===== src/rtl/fp_pkg.sv =====
// Shared constants, FSM state type and result-packing helper for the
// single-precision adder back end (normalize/round stage).
//
// Contents:
//   EXP_W, FRAC_W, BIAS, EXP_MAX  IEEE-754 single field geometry
//   QNAN_BIT                      frac bit forced high to quiet a NaN
//   state_t                       {IDLE, NORM, ROUND, DONE}
//   pack_res()                    assembles {sign, exponent field, fraction}
package fp_pkg;

    localparam int EXP_W    = 8;
    localparam int FRAC_W   = 23;
    localparam int BIAS     = 127;
    localparam int EXP_MAX  = 2 * BIAS + 1;
    localparam int QNAN_BIT = 22;

    typedef enum logic [1:0] {
        IDLE  = 2'd0,
        NORM  = 2'd1,
        ROUND = 2'd2,
        DONE  = 2'd3
    } state_t;

    function automatic logic [EXP_W+FRAC_W:0] pack_res(
        input logic              sign,
        input logic [EXP_W-1:0]  exp_field,
        input logic [FRAC_W-1:0] frac
    );
        return {sign, exp_field, frac};
    endfunction

endpackage


===== src/rtl/fp_lzc26.sv =====
// Combinational leading-zero count over the 26-bit {hidden, frac, guard,
// round} field of the adder mantissa.
//
// Ports:
//   field  in   26  bit 25 = hidden ... bit 0 = round
//   count  out  5   number of leading zeros; 26 when field is all zero
module fp_lzc26 (
    input  logic [25:0] field,
    output logic [4:0]  count
);

    // Ascending scan: the highest set bit is the last one written.
    always_comb begin
        count = 5'd26;
        for (int i = 0; i < 26; i++) begin
            if (field[i]) begin
                count = 5'(25 - i);
            end
        end
    end

endmodule


===== src/rtl/fp_norm_round.sv =====
// Post-add normalize-and-round stage of the single-precision adder.
// Takes the raw aligned sum, normalizes it with an iterative left shifter
// (at most SHIFT_STEP positions per cycle), rounds to nearest-even and packs
// an IEEE-754 single with overflow/underflow flags.
//
// Build option: FP_DENORM_EN
//   defined   - subnormal results are produced and rounded; out_unf flags
//               an inexact subnormal result
//   undefined - flush-to-zero: a result that cannot be normalized becomes
//               signed zero with out_unf=1
//
// Ports:
//   clk        in   1   clock, rising edge
//   rst_n      in   1   asynchronous active-low reset
//   in_valid   in   1   operand valid
//   in_ready   out  1   block can accept operand (IDLE only)
//   in_sign    in   1   result sign
//   in_exp     in   8   biased exponent of larger operand (0 = subnormal)
//   in_mant    in   27  {carry, hidden, frac[22:0], guard, round}
//   in_sticky  in   1   OR of bits lost during alignment
//   out_valid  out  1   result valid (DONE)
//   out_ready  in   1   downstream accepts result
//   out_res    out  32  packed result
//   out_ovf    out  1   overflow, result is +/-inf
//   out_unf    out  1   underflow
//
// state | meaning
// IDLE  | waiting for an operand, in_ready=1
// NORM  | shifting left until hidden=1 or the exponent bottoms out at 1
// ROUND | round-to-nearest-even, renormalize on carry, pack
// DONE  | result held on out_* until out_ready
module fp_norm_round
    import fp_pkg::*;
#(
    parameter int SHIFT_STEP = 4
) (
    input  logic        clk,
    input  logic        rst_n,
    input  logic        in_valid,
    output logic        in_ready,
    input  logic        in_sign,
    input  logic [7:0]  in_exp,
    input  logic [26:0] in_mant,
    input  logic        in_sticky,
    output logic        out_valid,
    input  logic        out_ready,
    output logic [31:0] out_res,
    output logic        out_ovf,
    output logic        out_unf
);

    // Two spare bits so exp+1 on carry and on round-up never wraps.
    localparam int EXP_IW = EXP_W + 2;

    state_t              state, state_nxt;
    logic [25:0]         mant_r, mant_nxt;      // {hidden, frac, guard, round}
    logic                sticky_r, sticky_nxt;
    logic                sign_r, sign_nxt;
    logic [EXP_IW-1:0]   exp_r, exp_nxt;        // effective exponent (>= 1)
    logic [31:0]         res_nxt;
    logic                ovf_nxt, unf_nxt;

    // ---------------- NORM datapath ----------------
    logic [4:0]          lz;
    logic [EXP_IW-1:0]   norm_s;
    logic [25:0]         norm_mant;
    logic [EXP_IW-1:0]   norm_exp;

    fp_lzc26 u_lzc (
        .field (mant_r),
        .count (lz)
    );

    always_comb begin
        norm_s = {{(EXP_IW-5){1'b0}}, lz};
        if (norm_s > EXP_IW'(SHIFT_STEP)) begin
            norm_s = EXP_IW'(SHIFT_STEP);
        end
        // Never take the exponent below 1; what is left over stays subnormal.
        if (norm_s > exp_r - EXP_IW'(1)) begin
            norm_s = exp_r - EXP_IW'(1);
        end
    end

    assign norm_mant = mant_r << norm_s;
    assign norm_exp  = exp_r - norm_s;

    // ---------------- ROUND datapath ----------------
    logic [23:0]         sig24;
    logic                rnd_g, rnd_r, rnd_lsb, rnd_inc;
    logic [24:0]         sum25;
    logic [23:0]         sig_rnd;
    logic [EXP_IW-1:0]   exp_rnd;
    logic [EXP_W-1:0]    exp_field;
    logic                round_ovf, round_unf;

    assign sig24   = mant_r[25:2];
    assign rnd_g   = mant_r[1];
    assign rnd_r   = mant_r[0];
    assign rnd_lsb = mant_r[2];
    assign rnd_inc = rnd_g & (rnd_r | sticky_r | rnd_lsb);
    assign sum25   = {1'b0, sig24} + {24'd0, rnd_inc};
    assign sig_rnd = sum25[24] ? sum25[24:1] : sum25[23:0];
    assign exp_rnd = exp_r + {{(EXP_IW-1){1'b0}}, sum25[24]};

    // A subnormal that rounds up into the hidden bit picks up exponent
    // field 1 here simply because exp_r is already 1.
    assign exp_field = sig_rnd[23] ? exp_rnd[EXP_W-1:0] : '0;
    assign round_ovf = (exp_rnd >= EXP_IW'(EXP_MAX));

`ifdef FP_DENORM_EN
    assign round_unf = ~sig_rnd[23] & (rnd_g | rnd_r | sticky_r);
`else
    assign round_unf = 1'b0;
`endif

    // ---------------- accept-time helpers ----------------
    logic [FRAC_W-1:0]   in_frac, nan_frac;

    assign in_frac = in_mant[24:2];

    always_comb begin
        nan_frac = in_frac;
        if (in_frac != '0) begin
            nan_frac[QNAN_BIT] = 1'b1;
        end
    end

    // ---------------- FSM: next state and datapath ----------------
    always_comb begin
        state_nxt  = state;
        mant_nxt   = mant_r;
        sticky_nxt = sticky_r;
        sign_nxt   = sign_r;
        exp_nxt    = exp_r;
        res_nxt    = out_res;
        ovf_nxt    = out_ovf;
        unf_nxt    = out_unf;

        case (state)
            IDLE: begin
                if (in_valid) begin
                    sign_nxt   = in_sign;
                    mant_nxt   = in_mant[25:0];
                    sticky_nxt = in_sticky;
                    exp_nxt    = (in_exp == '0) ? EXP_IW'(1) : {2'b00, in_exp};
                    res_nxt    = '0;
                    ovf_nxt    = 1'b0;
                    unf_nxt    = 1'b0;
                    if (in_exp == EXP_W'(EXP_MAX)) begin
                        res_nxt   = pack_res(in_sign, EXP_W'(EXP_MAX), nan_frac);
                        state_nxt = DONE;
                    end else if ((in_mant == '0) && !in_sticky) begin
                        res_nxt   = pack_res(in_sign, '0, '0);
                        state_nxt = DONE;
                    end else if (in_mant[26]) begin
                        // Carry: drop one bit; the old round bit joins sticky.
                        mant_nxt   = in_mant[26:1];
                        sticky_nxt = in_sticky | in_mant[0];
                        exp_nxt    = (in_exp == '0) ? EXP_IW'(2)
                                                    : {2'b00, in_exp} + EXP_IW'(1);
                        state_nxt  = ROUND;
                    end else if (in_mant[25]) begin
                        state_nxt = ROUND;
                    end else begin
                        state_nxt = NORM;
                    end
                end
            end

            NORM: begin
                mant_nxt = norm_mant;
                exp_nxt  = norm_exp;
                if (norm_mant[25]) begin
                    state_nxt = ROUND;
                end else if (norm_exp == EXP_IW'(1)) begin
`ifdef FP_DENORM_EN
                    state_nxt = ROUND;
`else
                    res_nxt   = pack_res(sign_r, '0, '0);
                    unf_nxt   = 1'b1;
                    state_nxt = DONE;
`endif
                end
            end

            ROUND: begin
                if (round_ovf) begin
                    res_nxt = pack_res(sign_r, EXP_W'(EXP_MAX), '0);
                end else begin
                    res_nxt = pack_res(sign_r, exp_field, sig_rnd[FRAC_W-1:0]);
                end
                ovf_nxt   = round_ovf;
                unf_nxt   = round_unf;
                state_nxt = DONE;
            end

            DONE: begin
                if (out_ready) begin
                    state_nxt = IDLE;
                end
            end

            default: state_nxt = IDLE;
        endcase
    end

    always_ff @(posedge clk or negedge rst_n) begin
        if (!rst_n) begin
            state    <= IDLE;
            mant_r   <= '0;
            sticky_r <= 1'b0;
            sign_r   <= 1'b0;
            exp_r    <= EXP_IW'(1);
            out_res  <= '0;
            out_ovf  <= 1'b0;
            out_unf  <= 1'b0;
        end else begin
            state    <= state_nxt;
            mant_r   <= mant_nxt;
            sticky_r <= sticky_nxt;
            sign_r   <= sign_nxt;
            exp_r    <= exp_nxt;
            out_res  <= res_nxt;
            out_ovf  <= ovf_nxt;
            out_unf  <= unf_nxt;
        end
    end

    assign in_ready  = (state == IDLE);
    assign out_valid = (state == DONE);

endmodule


===== config.mk =====
export PLATFORM = sky130hd
export DESIGN_NAME = fp_norm_round
export DESIGN_NICKNAME = d
export VERILOG_FILES = /design/src/rtl/fp_pkg.sv /design/src/rtl/fp_lzc26.sv /design/src/rtl/fp_norm_round.sv
export SDC_FILE = /design/constraint.sdc
export NUM_CORES = 1
export LEC_CHECK = 0
export ABC_AREA = 1
export CORE_MARGIN = 2
export CORE_UTILIZATION = 57
export CTS_BUF_LIST = sky130_fd_sc_hd__clkbuf_4
export DETAILED_ROUTE_END_ITERATION = 7
export HOLD_SLACK_MARGIN = 0.03
export MAX_ROUTING_LAYER = met4
export PLACE_DENSITY = 0.81
export SLEW_MARGIN = 20
export SYNTH_ARGS = -nofsm -noshare
export SYNTH_HDL_FRONTEND = slang
export SYNTH_SLANG_ARGS = --single-unit
export TNS_END_PERCENT = 20

===== constraint.sdc =====
create_clock -name clk -period 18.4 [get_ports clk]
set_input_delay 5.52 -clock clk [delete_from_list [all_inputs] [get_ports clk]]
set_output_delay 5.52 -clock clk [all_outputs]
set_load 0.01 [all_outputs]

* Word-level counts from Yosys, hierarchy flattened
Cells that the tools add are included.
** Word-level totals
- Register bits after elaboration :: 74
- Bits of input ports :: 41
- Output and inout bits :: 36
- Word-level logic and storage cells :: 112
** Operators by class
- Add/subtract/negate cells :: 5
- Order comparisons :: 3
- Equality and inequality tests :: 10
- Shift-type cells :: 1
- Mux-type cells :: 67
- Bitwise logic cells :: 4
- Reduce and logical (&&, ||, !) cells :: 14
** Operators by type and width (number)
- two-way mux 32 bit :: 5
- two-way mux 26 bit :: 4
- one-hot mux 32 bit (3 select lines) :: 1
- two-way mux 5 bit :: 17
- one-hot mux 26 bit (2 select lines) :: 1
- two-way mux 9 bit :: 4
- two-way mux 4 bit :: 8
- two-way mux 31 bit :: 1
- logical NOT 27 bit :: 1
- left shift 26 x 10 -> 26 bit :: 1
- adder 24 x 1 -> 25 bit :: 1
- two-way mux 24 bit :: 1
- nonzero test 23 bit :: 1
- two-way mux 10 bit :: 2
- two-way mux 2 bit :: 10
- one-hot mux 10 bit (2 select lines) :: 1
- two-way mux 8 bit :: 2
- adder 10 x 1 -> 10 bit :: 1
- == test 10 x 1 -> 1 bit (second input constant) :: 1
- >= comparator 10 x 8 -> 1 bit (second input constant) :: 1
- greater-than comparator 10 bit :: 1
- subtractor 10 x 1 -> 10 bit (second input constant) :: 1
- subtractor 10 bit :: 1
- adder 8 x 1 -> 9 bit (second input constant) :: 1
- 22 further kinds :: 36

* Depth between registers and ports, before layout
- Word-level depth :: 35
- Depth in mapped cells :: 53
- Mapped depth without buffers :: 50

* Cells and area by module
From an unflattened synthesis, not the netlist that was laid out.
** Second synthesis, totals
- Cells, all modules :: 1234
- Area total of the unflattened synthesis :: 7613.6 um^2
** Modules (own cells, without submodules)
- fp_norm_round :: instances 1, cells an instance 1156, area an instance 7268.2 um^2
- fp_lzc26 :: instances 1, cells an instance 78, area an instance 345.3 um^2

* Worst setup path after synthesis
No wires, ideal clock.
- Kind :: input port to flip-flop
- Start :: input in_exp[0]
- End :: register exp_r[1]
- Setup time :: 0.133 ns
- Data arrival time :: 7.134 ns
- Setup slack :: 11.133 ns
- Stages :: 13
- Buffers on the path :: 1
- Path through :: ha_1 -> inv_1 -> nor4_1 -> nand2_1 -> nor2_1 -> nor2_1 -> inv_1 -> clkbuf_1 -> o21ai_0 -> o311ai_0 -> o21ai_0 -> nand2_1 -> o21ai_0
** Between the ends
- Longest elaborated chain between the ends :: 7
- Elaborated cells on any way between the ends :: 10
- Classes of those cells :: add/sub: 1; eq/ne: 1; mux: 7; reduce/logical: 1
** Ends and longest elaborated chain
- start, declared :: line fp_norm_round.sv:42 : input logic [7:0] in_exp,
- adder 8 x 1 -> 9 bit or logical NOT 8 bit (tied branches) :: line fp_norm_round.sv:161, fp_norm_round.sv:146, fp_norm_round.sv:160
- two-way mux 9 bit or two-way mux 8 bit (tied branches) :: line fp_norm_round.sv:160, fp_norm_round.sv:146
- two-way mux 9 bit :: line fp_norm_round.sv:156 : end else if (in_mant[26]) begin
- two-way mux 9 bit :: line fp_norm_round.sv:153 : end else if ((in_mant == '0) && !in_sticky) begin
- two-way mux 9 bit (*) :: line fp_norm_round.sv:150 : if (in_exp == EXP_W'(EXP_MAX)) begin
- two-way mux 10 bit (*) :: line fp_norm_round.sv:142 : if (in_valid) begin
- one-hot mux 10 bit (2 select lines) (*) :: line fp_norm_round.sv:140 : case (state)
- end signal, assigned :: line fp_norm_round.sv:223 : exp_r <= exp_nxt;
- end, declared :: line fp_norm_round.sv:59 : logic [EXP_IW-1:0] exp_r, exp_nxt;
Mark *: on every way between the ends. The rest lies on a longest branch, timed or not. The select of a mux whose other input is x is not followed.
A chain may end at the register's enable or synchronous reset.

* Final worst setup path
Same ends and word-level chain as after synthesis.

==> reports/summary.txt <==
Multi-input logic area = 4440 sq um
Total GRT Usage = 36.5%
Final Hold Viols = 0
Worst setup EP type = flop
Final core utilization = 65.7%
Fill count = 1,141
Area leader, netlist = dfrtp_1
Register area = 1850 sq um
Max Buffers Root-to-Sink = 2
Clock latency on the worst-skew pair = 0.48 ns
Number of global-route vias before repair = 7,282
Clk_skew = 0.0243 ns
Post-CTS Hold Fix Bufs = 0
Final WL = 23.2 mm
Layout cells sized above 1 = 6.28%
Grt met1 use = 45.2%
Synth cell types = 50
Final WS setup = 10.29 ns
CTS clk-pin slew, worst paths = 0.13 ns
Antenna diode count = 0
Setup Crit Path Kind = in2reg
Top cells by area, synth = dfrtp_1 (26%), nand2_1 (14%), nand3_1 (9.8%)
Initial core utilization = 58.2%
Max Clk Rate = 123 MHz
Max-Cap Viols = 0
WHS Endpoint = out_res[12]$_DFFE_PN0P_
# nets final = 1,188
Asr flop ratio synth = 100%
Total number of yosys warnings = 0
Post-synthesis sequential area ratio = 26.6%
Cell Count Post-Placement = 1,262
Flop and latch count out of synthesis = 74
Largest vdd supply drop = 0.109 mV
First-pass GRT wire length = 36.5 mm
Die height = 115 um
PostCTS Resize Cnt = 0
Final min period = 8.11 ns
DP Worst Slack = 9.82 ns
Port Buf Inserts = 76
Drt first-iter violations = 857
Post-CTS setup buffers = 0
DRC = 0
Critical Path RT = 18.77 ns
Crit share post-route = 44.1%
Num CTS Buffers = 9
Synth Cell Area = 6970 sq um
DIE AREA = 13,100 sq um
Worst hold path class = reg2reg
Worst reg-to-reg path cell count = 48
Post-synth top cells = nand2_1 (261), nand3_1 (136), inv_1 (99)
Share of the synthesized area in the top cell type = 26.2%
Min-delay src = out_res[12]$_DFFE_PN0P_
Worst Hold Path Cells = 2
Crit path max fanout = 33
Largest net degree at the start of global routing = 75
Finish-stage setup viols = 0
Arrival @ worst endpoint = 8.48 ns
Pwr dens = 201 nW/um^2
Flop2flop setup slack = 10.47 ns
Status = complete, no violations
Vias after detailed routing = 7,865
RSZ-0062 raised after global routing = no
Top_reg_cell synth = dfrtp_1
Top Ports = 77
# rows = 40
Final ANT Viol Nets = 0
Worst-Margin Slew = 1.07 ns
Non-Filler Instances = 1,278
GRT overflow = 0
Syn Inst Count = 1,083
Reg2reg end = out_unf$_DFFE_PN0P_
Relative slew slack = 28.0%
Setup Total Neg Slack = 0 ns
FF-to-FF Start = mant_r[0]$_DFFE_PN0P_
WL/cell = 18.1 um
CTS root buf = clkbuf_4
P&R area growth vs syn = 12.9%
Lkg Pwr = 3.63 nW
Count leader, synth = nand2_1
Clock sinks = 74
GRT busiest layer = met2
Final Max Slew Viols = 0
Core Region = 12,000 sq um
Initial antenna violation count = 0
CTS tree = built
GR Util met3 = 8.73%
Number of flops mapped to enable cells by yosys = 0
DR pass1 iterations = 6
CP startpoint kind = input port
Vias/cell = 6.15
H-tree Lvls = 3
DIE WIDTH = 115 um
Mean area per synthesized cell = 6.43 sq um
Met2 Usage GRT = 56.8%
Routability cong. = 1.08
Detailed placer's ending HPWL = 17.7 mm
critical path: stages:
cell	delay [ns]
clkdlybuf4s50_1	0.54
ha_1	0.17
inv_1	0.05
nor4_1	0.34
nand2_1	0.11
nor2_1	0.14
nor2_1	0.05
buf_4	0.20
inv_1	0.70
o21ai_0	0.19
o311ai_0	0.14
o21ai_0	0.16
nand2_1	0.07
o21ai_0	0.09
registers in the layout, indices dropped and copies added, names as in the netlist:
name      flops
out_res      32
mant_r       26
exp_r        10
state         2
out_ovf       1
out_unf       1
sign_r        1
sticky_r      1
where the power goes:
part	leakage, nW	switching [mW]	total, mW	internal, mW
Sequential	0.926	0.0749	0.302	0.227
Combinational	2.63	0.788	1.17	0.379
Clock	0.0768	0.0652	0.108	0.0431
per-layer routing:
| layer | wire length (um) | vias up |
|---|---|---|
| li1 | - | 3763 |
| met1 | 9430 | 3581 |
| met2 | 10700 | 424 |
| met3 | 2010 | 97 |
| met4 | 1060 | 0 |
| met5 | 0 | - |
worst max-delay path by stage:
stage	start	slack (ns)	cells after the start	to
after floorplan	in_exp[0]	11.13	13	exp_r[1]$_DFFE_PN0P_
after global placement	in_exp[0]	9.89	14	exp_r[1]$_DFFE_PN0P_
after detailed placement	in_exp[0]	9.82	14	exp_r[1]$_DFFE_PN0P_
after CTS	in_exp[0]	10.33	14	exp_r[1]$_DFFE_PN0P_
after global routing	mant_r[0]$_DFFE_PN0P_	9.72	48	out_unf$_DFFE_PN0P_
final	in_exp[0]	10.29	14	exp_r[1]$_DFFE_PN0P_
metrics by stage:
step	power, mW	area [sq um]	hold WS, ns
after global routing	1.71	7860	0.514
after global placement	1.42	7720	0.457
after floorplan	1.15	6970	0.443
after detailed placement	1.43	7720	0.464
after CTS	1.55	7860	0.491
final	1.58	7860	0.490
layout make-up:
type	count	area share [%]
Clock buffer	10	0.955
Clock inverter	6	0.827
Inverter	108	5.16
Multi-Input combinational cell	846	56.5
Sequential cell	74	23.6
Tap cell	147	2.34
Timing Repair Buffer	87	10.7
cells in the final DEF, fill, tap and decap left out, types with 4 or more instances in the layout:
cell type,instances
a21oi_1,79
o22ai_1,7
clkbuf_4,10
dfrtp_1,73
clkinv_1,6
buf_4,12
clkdlybuf4s50_1,75
a31oi_1,11
nor4_1,16
inv_1,99
nor3_1,19
a22oi_1,7
nor2_1,81
nand3_1,136
a32oi_1,6
nand2_1,261
a211oi_1,4
o21ai_2,24
o21ai_0,85
nand3_2,4
o21ai_1,5
xor2_1,26
nand4_1,8
ha_1,20
o211ai_1,17
cell families (layout without fill, tap and decap cells):
| kind of cell | Yosys count | in the layout | share of synthesized area, % |
|---|---|---|---|
| and+or+nand+nor | 538 | 538 | 34.2 |
| buffers and inverters | 164 | 211 | 9.86 |
| muxes | 1 | 1 | 0.144 |
| adders and majority gates | 21 | 21 | 3.88 |
| AOI/OAI and AO/OA | 255 | 255 | 21.7 |
| xor gates and xnor gates | 29 | 29 | 3.65 |
| DFF | 74 | 74 | 26.6 |
| other | 1 | 2 | 0.0538 |
Note: power is estimated with default switching activity, not from simulation.
